===== config.mk =====
export PLATFORM = sky130hd
export DESIGN_NAME = mem_arbiter
export DESIGN_NICKNAME = d
export VERILOG_FILES = /design/src/rtl/mem_arbiter.sv
export SDC_FILE = /design/constraint.sdc
export NUM_CORES = 1
export LEC_CHECK = 0
export BUFFER_PORTS_ARGS = -buffer_cell sky130_fd_sc_hd__buf_2
export CAP_MARGIN = 20
export CORE_ASPECT_RATIO = 0.75
export CORE_MARGIN = 2
export CORE_UTILIZATION = 30
export CTS_BUF_LIST = sky130_fd_sc_hd__clkbuf_16
export DETAILED_ROUTE_END_ITERATION = 10
export PLACE_DENSITY_LB_ADDON = 0.08
export RECOVER_POWER = 100
export SLEW_MARGIN = 5
export SYNTH_ARGS = -nofsm -noshare
export SYNTH_HDL_FRONTEND = slang
export SYNTH_SLANG_ARGS = --single-unit

===== constraint.sdc =====
create_clock -name clk -period 1.9 [get_ports clk]
set_clock_uncertainty 0.05 [all_clocks]
set_input_delay 0.095 -clock clk [delete_from_list [all_inputs] [get_ports clk]]
set_output_delay 0.095 -clock clk [all_outputs]
set_load 0.03 [all_outputs]

===== src/rtl/mem_arbiter.sv =====
// Two-port memory arbiter: CPU (port 0) and loader/DMA (port 1) share one memory, one access per 3 cycles.
// Define MEM_ARB_RR_EN for round-robin arbitration; otherwise port 0 has fixed priority.
module mem_arbiter (
    input  logic       clk,
    input  logic       rst_,
    input  logic       req0,
    input  logic       req1,
    input  logic       we0,
    input  logic       we1,
    input  logic [4:0] addr0,
    input  logic [4:0] addr1,
    input  logic [7:0] wdata0,
    input  logic [7:0] wdata1,
    output logic       gnt0,
    output logic       gnt1,
    output logic       ack0,
    output logic       ack1,
    output logic [7:0] rdata,
    output logic       busy,
    output logic [4:0] mem_addr,
    output logic [7:0] mem_wdata,
    output logic       mem_rd,
    output logic       mem_wr,
    input  logic [7:0] mem_rdata
);

    localparam logic [1:0] IDLE   = 2'd0;
    localparam logic [1:0] ACCESS = 2'd1;
    localparam logic [1:0] DONE   = 2'd2;

    logic [1:0] state;
    logic       win;
    logic       we_r;
    logic [4:0] addr_r;
    logic [7:0] wdata_r;
    logic [7:0] rdata_r;
    logic       pick;
    logic       start;

    assign start = (state == IDLE) && (req0 || req1);

`ifdef MEM_ARB_RR_EN
    // last holds the most recently granted port; reset value 1 makes port 0 preferred first
    logic last;

    always_comb begin
        pick = req1;
        if (req0 && req1) pick = ~last;
    end

    always_ff @(posedge clk or negedge rst_) begin
        if (!rst_)      last <= 1'b1;
        else if (start) last <= pick;
    end
`else
    always_comb begin
        pick = req1 & ~req0;
    end
`endif

    always_ff @(posedge clk or negedge rst_) begin
        if (!rst_) begin
            state   <= IDLE;
            win     <= 1'b0;
            we_r    <= 1'b0;
            addr_r  <= '0;
            wdata_r <= '0;
            rdata_r <= '0;
        end else begin
            case (state)
                IDLE: begin
                    if (start) begin
                        state   <= ACCESS;
                        win     <= pick;
                        we_r    <= pick ? we1 : we0;
                        addr_r  <= pick ? addr1 : addr0;
                        wdata_r <= pick ? wdata1 : wdata0;
                    end
                end
                ACCESS: begin
                    state <= DONE;
                    if (!we_r) rdata_r <= mem_rdata;
                end
                DONE:    state <= IDLE;
                default: state <= IDLE;
            endcase
        end
    end

    // Outputs decode from registered state only, so an asynchronous reset clears them at once
    always_comb begin
        busy      = (state == ACCESS) || (state == DONE);
        gnt0      = busy && !win;
        gnt1      = busy && win;
        ack0      = (state == DONE) && !win;
        ack1      = (state == DONE) && win;
        mem_rd    = (state == ACCESS) && !we_r;
        mem_wr    = (state == ACCESS) && we_r;
        mem_addr  = addr_r;
        mem_wdata = wdata_r;
        rdata     = rdata_r;
    end

endmodule


Word level (Yosys, flattened, before mapping)
Index checks and enable logic that the tools add are counted.
{ "word_totals": {"ff_bits": 25, "input_bits": 40, "word_cells": 31} }
{ "classes": {"n_eq_ne": 3, "muxes": 5, "bitwise": 3, "reduce_logical": 14} }
{ "op_table": {"columns": ["cell", "n"], "rows": [
  ["two-way mux 8 bit", 1],
  ["logical AND 1 bit", 7],
  ["two-way mux 5 bit", 1],
  ["one-hot mux 2 bit (2 select lines)", 1],
  ["AND reduction 2 bit", 2],
  ["equality test 2 x 1 -> 1 bit (second input constant)", 1],
  ["equality test 2 bit (second input constant)", 1],
  ["logical NOT 1 bit", 2],
  ["logical NOT 2 bit", 1],
  ["logical OR 1 bit", 2],
  ["two-way mux 2 bit", 1],
  ["!= test 2 bit (second input constant)", 1],
  ["inverter 1 bit", 2],
  ["bitwise AND 1 bit", 1],
  ["two-way mux 1 bit", 1]
]} }

Logic depth before layout (Yosys ltp)
{ "logic_depth": {"depth_word": 4, "ltp_mapped": 6, "ltp_nobuf": 5} }

Least setup slack after synthesis
Ideal clock, no wire load.
{ "synth_timing": {"path_type": "register -> output", "startpoint": "register state[0]", "endpoint": "output gnt0", "arrival_time_ns": 1.384, "t_required_ns": 1.755, "path_slack_ns": 0.371, "stages_incl_launch_ff": 4, "cell_sequence": "dfrtp_1 inv_1 ha_1 nor2b_1"} }
{ "synth_between": {"elab_chain_len": 3} }
{ "synth_lines": {"columns": ["item", "line", "rtl"], "rows": [
  ["start: declaration", "31", "logic [1:0] state;"],
  ["start signal: assignment", "63", "state <= IDLE;"],
  ["start signal: assignment", "73", "state <= ACCESS;"],
  ["start signal: assignment", "81", "state <= DONE;"],
  ["equality test 2 x 1 -> 1 bit / equality test 2 bit (equally long branches)", "92", "busy = (state == ACCESS) || (state == DONE);"],
  ["logical OR 1 bit (*)", "92", null],
  ["net busy", "19", "output logic busy,"],
  ["logical AND 1 bit (*)", "93", "gnt0 = busy && !win;"],
  ["end: declaration", "14", "output logic gnt0,"]
]} }
The timed path passes the listed nets; every way through them passes the cells marked *.

Worst setup path after layout
{ "layout_timing": {"startpoint": "register state[1]", "endpoint": "output gnt0"} }
{ "layout_between": {"elab_chain_len": 3} }
{ "layout_lines": {"columns": ["item", "line"], "rows": [
  ["equality test 2 x 1 -> 1 bit / equality test 2 bit (equally long branches)", "92"],
  ["logical OR 1 bit (*)", "92"],
  ["logical AND 1 bit (*)", "93"]
]} }
Mark *: on every way between the ends. The rest lies on a longest branch, timed or not.

==> flow_summary.toml <==
[power_and_ir_drop]
leakage_uw = 0.000830
clkPwrFrac_pct = 14.3
sw_frac_of_total_pct = 48.3
cellPowerDensity_nw_per_um2 = 1810
comb_power_share_pct = 54.0
finalPower_uw = 3160
p_sw_uw = 1530
internal_power_uw = 1630
power_frac_seq_pct = 31.7
peakVddDrop_uv = 686

[clocking]
cts_tree = "yes"
clkSlewWorstSetupHoldPaths_ps = 60
insertion_delay_ps = 250
cts_inserted_buffers = 3
cts.sinks = 25
clockRootBuffer = "clkbuf_16"
clock_path_buffers = 2
post_cts_buffers = 0
htreeDepth = 1

[critical_path]
worstSetupEndpointType = "primary output"
cp-start-kind = "register"
crit_required_ps = 1750
path_max_fanout = 3
rr_worst_depth = 5
worst-setup-path-type = "register to primary output"
timing.critical_path.arrival_ps = 1490

[grt]
grt.busiest_layer = "met2"
groute.usage.overall_pct = 13.3
antenna_found_initial = 0
grt_max_degree = 33
met1_usage_pct = 17.2
use_met3_pct = 3.76
grt_pass1_vias = 1085
met2_usage_pct = 23.4
grt_pass1_wl_um = 5090
gr-total-overflow = 0

[detailed_routing]
routed_wl_um = 3210
detail-route-antenna-nets = 0
vias = 1100
initialDrtViolationCount = 31
drt-pass1-iter-count = 3
wire_per_inst_um = 13.2
routed_via_density = 4.53
drc = 0

[sta]
worst_slew_pin_slew_ps = 656
period_share_pct = 86.1
fin_ws_ps = 264
hold_slack_ps = 19.8
maxSlewViolCount = 0
tns_ps = 0
fmax_mhz = 611
finalHoldViolCount = 0
setup_viol = 0
min_period_ps = 1640
rsz0062_at_grt = "false"
max_slew_margin_pct = 56.3

[logic_synthesis]
syn_inst = 118
yosys_warnings = 0
ys_types = 22
ys_ff_latch = 25
syn_nets = 162
ys_seq_area_share_pct = 46.4
syn_area_per_cell_sq_um = 11.4
synth_area_sq_um = 1350

[layout]
n_antenna_cell = 0
final_cell_mix = "40 x buf_2, 27 x clkbuf_1, 25 x dfrtp_1"
areaGrowthSynthToFinish_pct = 29.6
fin_util_pct = 39.8
nNetsFinal = 231
fillers = 475
layout_commonest_cell = "buf_2"
drive_gt1_share_pct = 34.4

[floorplanning]
rows = 21
pin_count = 68
coreArea_sq_um = 4390
die_area_sq_um = 5050
die_y_um = 62.1
die_w_um = 81.4
start_util_pct = 30.7

[placed_design]
portBuffers = 67
hpwl_um = 2360
routabilityCongestion = 0.644
dpl_worst_slack_ps = 366

[status]
status = "complete, no violations"

[min_path]
holdPathStages = 2
hold_class = "primary input to register"

[run]
drv_cap = 0
## layout make-up
class | count | area, sq um | area share (%)
Sequential cell | 25 | 626 | 35.8
Multi-Input combinational cell | 83 | 621 | 35.5
Timing Repair Buffer | 72 | 344 | 19.7
Clock buffer | 3 | 75.1 | 4.29
Tap cell | 57 | 71.3 | 4.08
Inverter | 2 | 7.51 | 0.429
Clock inverter | 1 | 3.75 | 0.215
## cells in the mapped netlist
| master | number | share of area, % |
|---|---|---|
| o22ai_2 | 9 | 8.3 |
| a21oi_1 | 3 | 1.1 |
| nor3_1 | 5 | 1.9 |
| nor3_2 | 9 | 6.7 |
| nor2_1 | 15 | 4.2 |
| o22ai_1 | 4 | 1.9 |
| clkbuf_1 | 2 | 0.56 |
| buf_2 | 3 | 1.1 |
| mux2_2 | 7 | 5.8 |
| or2_1 | 1 | 0.46 |
| clkbuf_2 | 1 | 0.37 |
| inv_1 | 2 | 0.56 |
| nand2_1 | 2 | 0.56 |
| dfrtp_1 | 25 | 46 |
| and3b_1 | 14 | 9.1 |
| mux2_1 | 2 | 1.7 |
| ha_1 | 4 | 3.7 |
| a21boi_0 | 1 | 0.56 |
| nor2b_2 | 1 | 0.65 |
| and2_1 | 3 | 1.4 |
| buf_6 | 2 | 1.7 |
| nor2b_1 | 3 | 1.4 |
## cells by family (layout without fill, tap and decap cells)
family | after synthesis | count (layout) | synth area share [%]
AND/OR/NAND/NOR | 53 | 53 | 26.3
flip-flops | 25 | 25 | 46.4
AO/OA/AOI/OAI | 17 | 17 | 11.9
buffers and inverters | 10 | 78 | 4.27
multiplexers | 9 | 9 | 7.51
adder cells (fa/ha/maj) | 4 | 4 | 3.71
## worst max-delay path: stages, from the launching register on
cell      delay (ps)
dfrtp_1          380
inv_1            100
ha_1             320
nor2b_1          130
clkbuf_1         310
## final timing paths
check                                           from                        to  slack, ps
worst max register to register  state[1]$_DFFE_PN0P_      state[1]$_DFFE_PN0P_        360
worst max-delay path            state[1]$_DFFE_PN0P_                      gnt0        260
max in group asynchronous                       rst_  mem_wdata[7]$_DFFE_PN0P_       1110
worst min-delay path                    mem_rdata[6]      rdata[6]$_DFFE_PN0P_         20
worst min register to register  rdata[1]$_DFFE_PN0P_      rdata[1]$_DFFE_PN0P_        450
min in group asynchronous                       rst_      rdata[2]$_DFFE_PN0P_        320
## flip-flops by register name, indices dropped and copies added, names as in the netlist
register	count
mem_wdata	8
rdata	8
state	2
win	1
we_r	1
mem_addr	5
## per-layer routing
| metal | vias up | wire, um |
|---|---|---|
| met3 | 2 | 163 |
| met1 | 518 | 1510 |
| met5 | - | 0 |
| met4 | 0 | 11 |
| met2 | 28 | 1530 |
| li1 | 552 | - |
## power groups by stage
stage	clock network, uW	registers, uW	logic, uW
finish	453	1000	1710
global route	503	1050	1860
CTS	476	1000	1860
detailed placement	0	1010	1850
global placement	0	1000	1820
floorplan	0	1450	895
## metrics by stage
step | cell area [sq um] | std cells
floorplan | 1350 | 118
global placement | 1730 | 237
detailed placement | 1730 | 237
CTS | 1830 | 243
global route | 1750 | 243
finish | 1750 | 243
## timing repair
item                      4_1_cts  5_1_grt
hold endpoints to repair       26        0
gates resized for setup         0        0
hold buffers                    2        0
(Power assumes the default switching activity.)
